File: src/rtl/usb_arb_pkg.sv
// Shared types and constants for the two-port USB byte-channel arbiter.
package usb_arb_pkg;

    typedef enum logic [2:0] {
        ST_IDLE,
        ST_RD,
        ST_WAIT,
        ST_WR,
        ST_DONE
    } arb_state_t;

    localparam logic [7:0] ARB_TIMEOUT_DATA = 8'hFF;

    // Width of a counter that must hold 0 .. limit-1.
    function automatic int timer_width(input int limit);
        return (limit < 2) ? 1 : $clog2(limit);
    endfunction

endpackage

File: src/rtl/usb_arb_timer.sv
// Read-response watchdog: cleared before a wait, counts while enabled,
// flags the cycle in which it has counted TIMEOUT-1.
module usb_arb_timer
    import usb_arb_pkg::*;
#(
    parameter int TIMEOUT = 255
) (
    input  logic clk,
    input  logic reset_n,
    input  logic clr,
    input  logic en,
    output logic expired
);

    localparam int TW = timer_width(TIMEOUT);

    logic [TW-1:0] count;

    // NOTE: sequential state uses non-blocking assignments so every flop
    // samples the pre-edge values of the others.
    always_ff @(posedge clk) begin
        if (!reset_n) begin
            count <= '0;
        end else if (clr) begin
            count <= '0;
        end else if (en) begin
            count <= count + TW'(1);
        end
    end

    assign expired = (count == TW'(TIMEOUT - 1));

endmodule

File: src/rtl/usb_port_arbiter.sv
// Round-robin merge of two byte read/write requesters onto one shared port,
// with a read-response timeout; all outputs are registered.
module usb_port_arbiter
    import usb_arb_pkg::*;
#(
    parameter int TIMEOUT = 255
) (
    input  logic       clk,
    input  logic       reset_n,
    input  logic       rd_req0,
    input  logic       rd_req1,
    input  logic       wr_req0,
    input  logic       wr_req1,
    input  logic [7:0] wd0,
    input  logic [7:0] wd1,
    output logic       drdy0,
    output logic       drdy1,
    output logic [7:0] d0,
    output logic [7:0] d1,
    output logic       wr_ack0,
    output logic       wr_ack1,
    output logic       timeout,
    output logic       rd,
    output logic       wr,
    output logic [7:0] wd,
    input  logic       drdy,
    input  logic [7:0] d
);

    arb_state_t state, state_n;
    logic       last, last_n;
    logic       gnt, gnt_n;
    logic       req0, req1, sel;
    logic       expired;

    logic       drdy0_n, drdy1_n, wr_ack0_n, wr_ack1_n, timeout_n, rd_n, wr_n;
    logic [7:0] d0_n, d1_n, wd_n;

    assign req0 = rd_req0 | wr_req0;
    assign req1 = rd_req1 | wr_req1;
    // On contention the port not served last wins.
    assign sel  = (req0 & req1) ? ~last : req1;

    usb_arb_timer #(.TIMEOUT(TIMEOUT)) u_timer (
        .clk     (clk),
        .reset_n (reset_n),
        .clr     (state == ST_RD),
        .en      (state == ST_WAIT),
        .expired (expired)
    );

    // NOTE: every value written here gets a default first, so no latch is inferred.
    always_comb begin
        state_n   = state;
        last_n    = last;
        gnt_n     = gnt;
        drdy0_n   = 1'b0;
        drdy1_n   = 1'b0;
        wr_ack0_n = 1'b0;
        wr_ack1_n = 1'b0;
        timeout_n = 1'b0;
        rd_n      = 1'b0;
        wr_n      = 1'b0;
        d0_n      = d0;
        d1_n      = d1;
        wd_n      = wd;

        case (state)
            ST_IDLE: begin
                if (req0 | req1) begin
                    gnt_n = sel;
                    if (sel ? wr_req1 : wr_req0) begin
                        state_n   = ST_WR;
                        wr_n      = 1'b1;
                        wd_n      = sel ? wd1 : wd0;
                        wr_ack0_n = ~sel;
                        wr_ack1_n = sel;
                    end else begin
                        state_n = ST_RD;
                        rd_n    = 1'b1;
                    end
                end
            end
            ST_WR:   state_n = ST_DONE;
            ST_RD:   state_n = ST_WAIT;
            ST_WAIT: begin
                // A response in the final timeout cycle still counts as normal.
                if (drdy || expired) begin
                    state_n   = ST_DONE;
                    timeout_n = ~drdy;
                    drdy0_n   = ~gnt;
                    drdy1_n   = gnt;
                    if (gnt) d1_n = drdy ? d : ARB_TIMEOUT_DATA;
                    else     d0_n = drdy ? d : ARB_TIMEOUT_DATA;
                end
            end
            ST_DONE: begin
                last_n  = gnt;
                state_n = ST_IDLE;
            end
            default: state_n = ST_IDLE;
        endcase
    end

    always_ff @(posedge clk) begin
        if (!reset_n) begin
            state   <= ST_IDLE;
            last    <= 1'b1;
            gnt     <= 1'b0;
            drdy0   <= 1'b0;
            drdy1   <= 1'b0;
            wr_ack0 <= 1'b0;
            wr_ack1 <= 1'b0;
            timeout <= 1'b0;
            rd      <= 1'b0;
            wr      <= 1'b0;
            d0      <= 8'h00;
            d1      <= 8'h00;
            wd      <= 8'h00;
        end else begin
            state   <= state_n;
            last    <= last_n;
            gnt     <= gnt_n;
            drdy0   <= drdy0_n;
            drdy1   <= drdy1_n;
            wr_ack0 <= wr_ack0_n;
            wr_ack1 <= wr_ack1_n;
            timeout <= timeout_n;
            rd      <= rd_n;
            wr      <= wr_n;
            d0      <= d0_n;
            d1      <= d1_n;
            wd      <= wd_n;
        end
    end

endmodule
File: config.mk
export PLATFORM = sky130hd
export DESIGN_NAME = usb_port_arbiter
export DESIGN_NICKNAME = d
export VERILOG_FILES = /design/src/rtl/usb_arb_pkg.sv /design/src/rtl/usb_arb_timer.sv /design/src/rtl/usb_port_arbiter.sv
export SDC_FILE = /design/constraint.sdc
export NUM_CORES = 1
export LEC_CHECK = 0
export ABC_AREA = 1
export BUFFER_PORTS_ARGS = -buffer_cell sky130_fd_sc_hd__buf_2
export CAP_MARGIN = 20
export CORE_MARGIN = 2
export CORE_UTILIZATION = 45
export CTS_CLUSTER_DIAMETER = 80
export DETAILED_ROUTE_END_ITERATION = 8
export PLACE_DENSITY_LB_ADDON = 0.25
export SLEW_MARGIN = 10
export SYNTH_ARGS = -nofsm -noshare
export SYNTH_HDL_FRONTEND = slang
export SYNTH_SLANG_ARGS = --single-unit
File: constraint.sdc
create_clock -name clk -period 1.3 [get_ports clk]
set_clock_uncertainty 0.15 [all_clocks]
set_input_delay 0.26 -clock clk [delete_from_list [all_inputs] [get_ports clk]]
set_output_delay 0.26 -clock clk [all_outputs]
set_load 0.05 [all_outputs]
# ---- Yosys cells after proc, flatten, opt, wreduce, memory -nomap -nowiden
# Index checks and enable logic that the tools add are counted.
dict set report word_totals {
  register_bits 44
  in_bits 31
  out_inout_bits 31
  wordCells 52
}
dict set report classes {
  add_sub_neg 1
  eq_ne 7
  mux 10
  bitwise 9
  n_reduce_logical 11
}
# op n
set ops {}
lappend ops {{$mux W8} 2}
lappend ops {{$reduce_and A3 Y1} 5}
lappend ops {{$pmux W3 S4} 1}
lappend ops {{$add A8 B1 Y8 const B} 1}
lappend ops {{$eq A8 B8 Y1 const B} 1}
lappend ops {{$eq A3 B2 Y1 const B} 2}
lappend ops {{$mux W3} 2}
lappend ops {{$not A1 Y1} 5}
lappend ops {{$mux W1} 4}
lappend ops {{$ne A2 B2 Y1 const B} 2}
lappend ops {{$reduce_and A2 Y1} 2}
lappend ops {{$reduce_and A4 Y1} 1}
lappend ops {{$eq A3 B1 Y1 const B} 1}
lappend ops {{$eq A3 B3 Y1 const B} 1}
lappend ops {{$logic_not A3 Y1} 1}
lappend ops {{$or A1 B1 Y1} 3}
lappend ops {{$mux W2} 1}
lappend ops {{$reduce_or A2 Y1} 1}
lappend ops {{$and A1 B1 Y1} 1}
lappend ops {{$logic_or A1 B1 Y1} 1}

# ---- Logic depth before layout (Yosys ltp)
# Gate-level depths: netlist of the first run.
dict set report logic_depth {
  word_depth 7
  mapped_depth 9
  ltp_nobuf 9
}

# ---- By module
# A second synthesis of the first run with hierarchy kept.
dict set report hier_totals {
  hier_cells 274
  area_unflattened_um2 1961.9
}
# mod n_inst cells_per_inst area_per_inst_um2 seq_area_each_um2
set modules_own_cells {}
lappend modules_own_cells {usb_port_arbiter 1 221 1586.5 720.7}
lappend modules_own_cells {usb_arb_timer 1 53 375.4 160.2}

# ---- Worst setup path before layout of the first run
# Ideal clock, no wire load.
dict set report synth_path {
  path_type {register -> register}
  startpoint {register u_timer.count[0]}
  endpoint {register d0[0]}
  arrival_ns 1.133
  t_required_ns 1.080
  slack_ns -0.053
  path_stages_with_launch 9
  n_path_buf 0
  synth_period_minus_slack_ns 1.353
  path_cell_list {dfxtp_1 -> inv_1 -> ha_1 -> nand2_1 -> nor2_1 -> nand3_1 -> nand2_1 -> nand3_4 -> a21oi_1}
}
dict set report synth_via {
  elab_chain_cells 3
}
# element line
set synth_lines {}
lappend synth_lines {{from (decl)} usb_arb_timer.sv:17} ;# logic [TW-1:0] count;
lappend synth_lines {{from (signal assigned)} usb_arb_timer.sv:27} ;# count <= count + TW'(1);
lappend synth_lines {{$eq A8 B8 Y1} usb_arb_timer.sv:31} ;# assign expired = (count == TW'(TIMEOUT - 1));
lappend synth_lines {{$logic_or A1 B1 Y1} usb_port_arbiter.sv:88} ;# if (drdy || expired) begin
lappend synth_lines {{$reduce_and A3 Y1 (no source line)} -}
lappend synth_lines {{to (signal assigned)} usb_port_arbiter.sv:131} ;# d0 <= d0_n;
lappend synth_lines {{to (decl)} usb_port_arbiter.sv:18} ;# output logic [7:0] d0,
# No other way between the ends.
# A chain may end at the register's enable or synchronous reset.

# ---- Worst setup path in the final report of the first run
dict set report layout_path {
  startpoint {register u_timer.count[0]}
  endpoint {register d0[2]}
}
# Same word-level chain as after synthesis.

==> metrics.md, run 1 <==
| Metric | Value |
|---|---|
| RSZ-0062 raised after global routing | yes |
| Final setup viols | 38 |
| Routed Antenna Nets | 0 |
| Yosys cell types | 24 |
| Largest family of logic cells by synthesized area | simple AND/OR/NAND/NOR gates |
| Clk buf depth | 2 |
| CTS Buf Count | 5 |
| Max Cap Violations | 0 |
| Share of layout cells above drive strength 1 | 45.8% |
| Commonest cells after routing, fill and taps aside | nand2_1, inv_1, buf_4 |
| XOR/XNOR share of the synthesized area | 0.446% |
| CTS tree | built |
| Least-Margin Pin Slew | 337 ps |
| Area growth, synth to finish | 61.6% |
| Gr ovfl total | 0 |
| Largest net degree at the start of global routing | 21 |
| Worst path bufs/invs | 1 |
| CP arrival | 1530 ps |
| DIE HEIGHT | 70.1 µm |
| Max IR drop VDD | 1.03 mV |
| Die Wd | 70.1 µm |
| Post-synthesis sequential area ratio | 44.8% |
| Antenna diodes | 0 |
| Nets | 410 |
| Vias | 2126 |
| Largest area contributor in the netlist | dfxtp_1 |
| Placed cell count | 410 |
| Die area | 0.00491 mm² |
| Initial antenna violation count | 0 |
| Initial core utilization | 46.1% |
| Crit. End Element | register |
| Critical Path Source Type | register |
| Avg WL per Cell | 12.9 µm |
| Clock-pin transition on the worst setup and hold timing paths | 80 ps |
| Final Hold Viols | 0 |
| Cells after Synth | 283 |
| Global-route wire length before repair | 7.85 mm |
| Filler cells | 314 |
| Max-slew violation count | 0 |
| Max Clock Freq | 697 MHz |
| Vias in the first global route | 1856 |
| Setup TNS | -3370 ps |
| Final worst-path cycle share | 110% |
| Syn_nets | 316 |
| Worst r2r path cells | 8 |
| Compound-Gate Fraction of Synth Area | 8.15% |
| Cell Area, Synth | 0.00196 mm² |
| Outcome | finished, violations left |
| Total power | 4.39 mW |
| Failing checks | negative setup slack |
| H-tree depth | 2 |
| Peak per-stage delay on the critical path | 330 ps |
| Critical path's top delay family | simple AND/OR/NAND/NOR gates |
| # rows | 24 |
| Most used cell along the critical path | nand3_4 |
| Mux cell area share after synthesis | 0% |
| YS warnings | 0 |
| Tot GR Track Use | 19.9% |
| Worst-path fanout max | 5 |
| Synth top area share | 44.8% |
| Gpl congestion | 0.806 |
| Syn avg cell area | 6.94 µm² |
| CP Cell Sequence | inv_2, ha_4, nand2_2, nor2_4, nand3_4, nand2_4, nand3_4, a21oi_2 |
| Routed WL | 5.54 mm |
| Root Buffer | clkbuf_8 |
| IO buf count | 61 |
| Synth top area cells | dfxtp_1, nand2_1, inv_1, a21oi_1, nand4_1 |
| Req. time, crit path | 1390 ps |
| Clk_lat worst skew | 300 ps |
| IO Pins | 62 |
| HP Class | primary input to register |
| Commonest non-fill, non-tap cell in the layout | nand2_1 |
| CTS sink cnt | 44 |
| Post-DP HPWL | 3.24 mm |
| Post-layout min period | 1440 ps |
| Setup ws final | -135 ps |
| Synth Register Bits | 44 |
| Vias per std cell | 4.94 |
| Max_slew headroom | 77.4% |
| Post-Synth Adder-Cell Area | 1.27% |
| DRC Markers | 0 |
| Cell Count, Final, Fillers Out | 430 |
| Crit path depth | 8 |
| Simple-Gate Fraction of Synth Area | 32.5% |
| Slowest cell on crit path | dfxtp_2 |
| Pwr dens | 1380 mW/mm² |
| Initial DRC Count | 114 |
| Setup CP Type | register to register |
| Leakage | 1.43 nW |
| Hold path depth | 5 |
| Drt pass-1 iters | 4 |
| Core ar. | 0.00426 mm² |
[final timing paths]
| check | startpoint | endpoint | slack, ps |
|---|---|---|---|
| max reg2reg | u_timer.count[0]$_SDFFE_PP0P_ | d0[2]$_SDFFE_PN0P_ | -140 |
| max | u_timer.count[0]$_SDFFE_PP0P_ | d0[2]$_SDFFE_PN0P_ | -140 |
| min | wd1[4] | wd[4]$_SDFFE_PN0P_ | 120 |
| min reg2reg | d0[0]$_SDFFE_PN0P_ | d0[0]$_SDFFE_PN0P_ | 300 |
[logic make-up (layout without fill, tap and decap cells)]
| family | Yosys count | after routing |
|---|---|---|
| compound gates | 31 | 31 |
| xor+xnor | 1 | 1 |
| fa+ha+maj | 2 | 2 |
| buf+inv | 64 | 157 |
| flops | 44 | 44 |
| simple gates | 141 | 143 |
[worst reg2reg max path, stage by stage, from the launching register on]
cell     delay [ps]
dfxtp_2         330
inv_2            70
ha_4            120
nand2_2          60
nor2_4          130
nand3_4         110
nand2_4         130
nand3_4         130
a21oi_2         150
[power by group]
| group | internal [mW] | total [mW] | switching (mW) | leakage (nW) |
|---|---|---|---|---|
| sequential | 1.51 | 1.62 | 0.115 | 0.361 |
| clock | 0.432 | 0.908 | 0.476 | 0.0445 |
| combinational | 0.758 | 1.86 | 1.11 | 1.03 |
[stage by stage]
stage	setup slack [ps]	util [%]	area (µm²)	hold slack [ps]
floorplan	-10.5	-	1970	287
finish	-135	74.4	3170	120
detailed placement	-189	58.6	2500	285
global placement	-135	58.6	2500	283
global route	-227	74.4	3170	141
CTS	-127	64.0	2730	114
[what timing repair did]
item	in CTS	in global routing
endpoints found under the setup margin	63	52
pin swaps	5	22
setup buffers	0	7
hold buffers	0	0
cloned	2	3
gates resized for setup	43	92
[cells in the mapped netlist, drive strengths merged]
cell    count
nor2       28
clkbuf      2
nand4      18
dfxtp      44
clkinv      2
nor4        1
nand3b      1
o31ai       1
inv        51
o21ai       6
a21boi      1
nand2      74
nor3        7
buf         9
xor2        1
nand3      12
a21oi      23
ha          2
[metal layers]
layer  vias to the layer above  routed length (µm)  global-route usage [%]
li1                       1079                   -                       -
met1                       968                2340                    25.5
met2                        65                2720                    32.1
met3                        14                 338                    5.34
met4                         0                 137                    7.69
met5                         -                   0                       0
[flip-flops by register name, summed over array words and instances (netlist names), 3 cells and up]
register / cells
d0: 8
d1: 8
u_timer.count: 8
wd: 8
state: 3
[final cells by class]
type,instances,area [µm²],share of cell area (%)
clock buffer,7,86.3,2.72
clock inverter,1,7.51,0.237
inverter,53,204,6.42
multi-input combinational,177,1150,36.4
sequential,44,898,28.3
tap,52,65.1,2.05
timing repair buffer,96,758,23.9
Power figures use the tool's default switching activity.
==> run 2: changes to the inputs <==
Settings changed: REMOVE_ABC_BUFFERS from default to 1.
==> run 2 against run 1 <==
The flow still finishes with violations (negative setup slack). Count of clock-buffer cells in the layout shrank 2. Via count grew 3.5%. Critical path depth is the same. Critical endpoint is now d1[4]$_SDFFE_PN0P_. Flip-flop and latch count is the same. Core utilization grew 2.6 points. Register-to-register slack lost 20 ps.
==> metrics.md, run 2 (same netlist as run 1, synthesis figures left out) <==
| Metric | Value |
|---|---|
| Outcome | finished, violations left |
| Failing checks | negative setup slack |
| RSZ-0062 raised after global routing | yes |
| Worst r2r path cells | 8 |
| Vias per std cell | 5.00 |
| Final setup viols | 32 |
| Avg WL per Cell | 13.1 µm |
| Commonest non-fill, non-tap cell in the layout | nand2_1 |
| Logic pwr share | 42.4% |
| Nets | 420 |
| Least-Margin Pin Slew | 340 ps |
| P_int | 2.94 mW |
| HP Class | primary input to register |
| Req. time, crit path | 1380 ps |
| Hold path depth | 2 |
| Critical Path Source Type | register |
| Clock-pin transition on the worst setup and hold timing paths | 90 ps |
| Clk network pwr share | 23.4% |
| Worst-path fanout max | 4 |
| Post-layout min period | 1460 ps |
| Reg2reg setup slack | -160 ps |
| Routed WL | 5.78 mm |
| Crit. End Element | register |
| IO buf count | 61 |
| H-tree depth | 2 |
| CP arrival | 1540 ps |
| Gpl congestion | 0.798 |
| Drt pass-1 iters | 4 |
| Sequential share of power | 34.3% |
| DRC Markers | 0 |
| Pwr dens | 1430 mW/mm² |
| Antenna diodes | 0 |
| Clk buf depth | 2 |
| Max IR drop VDD | 1.03 mV |
| Setup TNS | -2770 ps |
| HP Start | drdy |
| Tot GR Track Use | 21.9% |
| Total power | 4.71 mW |
| Core ar. | 0.00426 mm² |
| Leakage | 1.50 nW |
| DIE HEIGHT | 70.1 µm |
| Switching pwr | 1.77 mW |
| Initial DRC Count | 150 |
| Commonest cells after routing, fill and taps aside | nand2_1, buf_4, inv_1 |
| Vias in the first global route | 2011 |
| Root Buffer | clkbuf_8 |
| Vias | 2200 |
| Routed Antenna Nets | 0 |
| Max Cap Violations | 0 |
| Share of layout cells above drive strength 1 | 48.2% |
| # rows | 24 |
| WHS Endpoint | timeout$_SDFF_PN0_ |
| Final worst-path cycle share | 112% |
| Initial antenna violation count | 0 |
| Setup ws final | -157 ps |
| Gr ovfl total | 0 |
| Final Hold Viols | 0 |
| Switch share | 37.5% |
| CTS Buf Count | 5 |
| Launch point of the worst reg-to-reg path | u_timer.count[0]$_SDFFE_PP0P_ |
| Global-route wire length before repair | 8.74 mm |
| IO Pins | 62 |
| Largest net degree at the start of global routing | 24 |
| Initial core utilization | 46.1% |
| Post-DP HPWL | 3.34 mm |
| CTS tree | built |
| Setup CP Type | register to register |
| CTS sink cnt | 44 |
| Clk_lat worst skew | 300 ps |
| Die area | 0.00491 mm² |
| Max-slew violation count | 0 |
| Filler cells | 277 |
| Max Clock Freq | 686 MHz |
| Max_slew headroom | 77.2% |
| RR Endpoint | d1[4]$_SDFFE_PN0P_ |
| Area growth, synth to finish | 67.1% |
| Die Wd | 70.1 µm |
[run 2: cell count changes in the layout (fill, tap and decap cells not counted), sizes merged]
| cell | change |
|---|---|
| inv | +1 |
| clkbuf | -1 |
| buf | +9 |
| bufinv | +1 |
[run 2: stage by stage]
step | util (%) | hold slack, ps | area, µm² | std cells | setup slack (ps)
CTS | 71.3 | 54.2 | 3040 | 434 | -182
floorplan | - | 189 | 1910 | 272 | -349
global placement | 60.1 | 282 | 2560 | 419 | -147
finish | 77.0 | 62.6 | 3280 | 440 | -157
detailed placement | 60.1 | 284 | 2560 | 419 | -209
global route | 77.0 | 52.3 | 3280 | 440 | -243
[run 2: final cells by class]
class | count | area [µm²] | share of cell area [%]
timing repair buffer | 106 | 855 | 26.0
clock inverter | 3 | 46.3 | 1.41
multi-input combinational | 177 | 1140 | 34.7
tap | 52 | 65.1 | 1.98
clock buffer | 5 | 68.8 | 2.10
inverter | 53 | 211 | 6.44
sequential | 44 | 898 | 27.4
[run 2: power groups by stage]
stage	registers, mW	clock network [mW]	logic, mW
finish	1.61	1.10	2.00
detailed placement	1.60	0	1.35
global route	1.63	1.17	2.12
CTS	1.60	1.11	1.65
global placement	1.60	0	1.33
floorplan	1.98	0	0.447
[run 2: per-layer routing]
layer / track usage (%) / vias to the layer above / wire length, µm
met5: 0 / - / 0
met2: 38.0 / 90 / 3030
met1: 25.2 / 995 / 2160
li1: - / 1099 / -
met3: 7.22 / 16 / 436
met4: 7.69 / 0 / 150
[run 2: repair_timing]
action | in CTS | in global routing
cloned | 4 | 3
setup endpoints to repair | 61 | 55
hold buffers | 0 | 0
hold endpoints to repair | 0 | 0
pin swaps | 16 | 15
gates resized for setup | 84 | 54
buffers inserted | 3 | 3
[run 2: worst max-delay path by stage]
stage	end	slack, ps	cells past startpoint	startpoint
2_1_floorplan	wd[0]$_SDFFE_PN0P_	-350	6	rd_req0
3_3_place_gp	wd[2]$_SDFFE_PN0P_	-150	9	rd_req0
3_5_place_dp	wd[6]$_SDFFE_PN0P_	-210	8	rd_req0
4_1_cts	d0[4]$_SDFFE_PN0P_	-180	8	u_timer.count[0]$_SDFFE_PP0P_
5_1_grt	state[2]$_SDFFE_PN0P_	-240	9	u_timer.count[0]$_SDFFE_PP0P_
6_report	d1[4]$_SDFFE_PN0P_	-160	8	u_timer.count[0]$_SDFFE_PP0P_
[run 2: worst max-delay path, stage by stage, from the launching register on]
cell     delay, ps
dfxtp_2        330
inv_2           70
ha_4           130
nand2_2         40
nor2_2          90
nand3_2        120
nand2_4        160
nand3_4        120
a21oi_2        170
==> run 3: changes to the inputs <==
Settings changed: CELL_PAD_IN_SITES_DETAIL_PLACEMENT from default to 2, CELL_PAD_IN_SITES_GLOBAL_PLACEMENT from default to 2, CORE_UTILIZATION 45 to 24, TNS_END_PERCENT from default to 20.
==> run 3 against run 2 <==
The flow still finishes with violations (negative setup slack). Die area increased by 82%. Fmax increased by 2.7%. Sequential share of layout area increased by 0.90 points.
==> metrics.md, run 3 (same netlist as run 1, synthesis figures left out) <==
| Metric | Value |
|---|---|
| Filler cells | 912 |
| DP Worst Slack | -284 ps |
| Commonest non-fill, non-tap cell in the layout | nand2_1 |
| Max-slew violation count | 0 |
| Critical Path Source Type | register |
| Design area | 0.00317 mm² |
| Req. time, crit path | 1350 ps |
| Drt pass-1 iters | 4 |
| CTS tree | built |
| Setup TNS | -1980 ps |
| Clock-pin transition on the worst setup and hold timing paths | 90 ps |
| RSZ-0062 raised after global routing | yes |
| Final core utilization | 40.4% |
| Seq. cell area | 897 µm² |
| Routed Antenna Nets | 0 |
| HP Class | primary input to register |
| Final worst-path cycle share | 109% |
| Die area | 0.00892 mm² |
| Worst Hold Slack | 101 ps |
| Commonest cells after routing, fill and taps aside | nand2_1, inv_1, buf_4 |
| CP arrival | 1470 ps |
| Clk buf depth | 2 |
| Vias | 2177 |
| Post-DP Area | 0.00263 mm² |
| Vias per std cell | 4.54 |
| Initial antenna violation count | 0 |
| Total power | 4.46 mW |
| Failing checks | negative setup slack |
| Pwr dens | 1410 mW/mm² |
| Tot GR Track Use | 16.3% |
| Antenna diodes | 0 |
| Worst-path fanout max | 2 |
| Share of layout cells above drive strength 1 | 41.5% |
| DIE HEIGHT | 94.5 µm |
| CP Cell Sequence | inv_2, ha_4, nand2_4, nor2_4, nand3_4, buf_6, nand3_4, nand3_2, nand2_1, inv_1 |
| Setup ws final | -118 ps |
| DRC Markers | 0 |
| Core ar. | 0.00785 mm² |
| Outcome | finished, violations left |
| Peak per-stage delay on the critical path | 330 ps |
| Least-Margin Pin Slew | 367 ps |
| Hold bufs inserted after CTS | 0 |
| Final Hold Viols | 0 |
| Initial core utilization | 25.0% |
| CTS sink cnt | 44 |
| Max Clock Freq | 705 MHz |
| Slowest cell on crit path | dfxtp_2 |
| Global-route wire length before repair | 11.4 mm |
| IO buf count | 61 |
| Die Wd | 94.5 µm |
| Leakage | 1.44 nW |
| IO Pins | 62 |
| CTS Buf Count | 5 |
| Vias in the first global route | 2344 |
| H-tree depth | 2 |
| Avg WL per Cell | 14.5 µm |
| Gpl congestion | 0.755 |
| Area growth, synth to finish | 61.6% |
| Largest net degree at the start of global routing | 21 |
| Placed cell count | 468 |
| Gr ovfl total | 0 |
| Setup CP Type | register to register |
| Post-layout min period | 1420 ps |
| Root Buffer | clkbuf_8 |
| Post-DP HPWL | 4.94 mm |
| Critical path's top delay family | simple AND/OR/NAND/NOR gates |
| Max IR drop VDD | 0.672 mV |
| Most used cell along the critical path | nand3_4 |
| Worst path bufs/invs | 3 |
| Multi-input gate area | 0.00107 mm² |
| Cell Count, Final, Fillers Out | 480 |
| Crit. End Element | register |
| # rows | 32 |
| Final setup viols | 36 |
| Max_slew headroom | 75.4% |
| Routed WL | 6.98 mm |
| Max Cap Violations | 0 |
| Initial DRC Count | 26 |
| Nets | 410 |
| Clk_lat worst skew | 300 ps |
-- run 3: cell count changes in the layout (fill, tap and decap cells not counted), sizes merged --
cell	delta
clkinvlp	-1
inv	-1
clkinv	+1
buf	-9
-- run 3: report_power, final --
| part | total, mW | switching (mW) | leakage [nW] | internal, mW |
|---|---|---|---|---|
| Sequential | 1.63 | 0.124 | 0.361 | 1.51 |
| Clock | 1.06 | 0.487 | 0.0552 | 0.571 |
| Combinational | 1.78 | 1.08 | 1.02 | 0.696 |
| Total | 4.46 | 1.69 | 1.44 | 2.77 |
-- run 3: worst register-to-register path: cells and delay by family, from the launching register on --
| kind | cells | cell delay [ps] |
|---|---|---|
| flops | 1 | 330 |
| buf+inv | 3 | 250 |
| fa+ha+maj | 1 | 130 |
| simple gates | 6 | 460 |
-- run 3: layout make-up --
cell class	count	area share, %
clock buffers	6	2.29
clock inverters	2	1.10
inverters	53	6.66
multi-input cells	177	33.7
flip-flops and latches	44	28.3
well taps	102	4.02
repair buffers	96	24.0
-- run 3: final timing paths --
check	startpoint	end	slack (ps)	depth (start not counted)
min reg2reg	d1[2]$_SDFFE_PN0P_	d1[2]$_SDFFE_PN0P_	300	2
max reg2reg	u_timer.count[0]$_SDFFE_PP0P_	state[1]$_SDFFE_PN0P_	-120	10
max	u_timer.count[0]$_SDFFE_PP0P_	state[1]$_SDFFE_PN0P_	-120	10
min	reset_n	wd[7]$_SDFFE_PN0P_	100	3
-- run 3: routing by layer --
metal / part of all wire [%] / vias to the layer above / track usage [%]
met1: 45 / 1052 / 19.9
li1: - / 1072 / -
met4: 1.0 / 0 / 3.99
met5: 0 / - / 0
met2: 50 / 47 / 28.6
met3: 4.7 / 6 / 3.99
-- run 3: what timing repair did --
| item | 4_1_cts | 5_1_grt |
|---|---|---|
| pin swaps | 8 | 11 |
| resized for setup | 71 | 49 |
| cloned | 2 | 1 |
| buffers inserted | 0 | 1 |
| setup endpoints to repair | 66 | 60 |
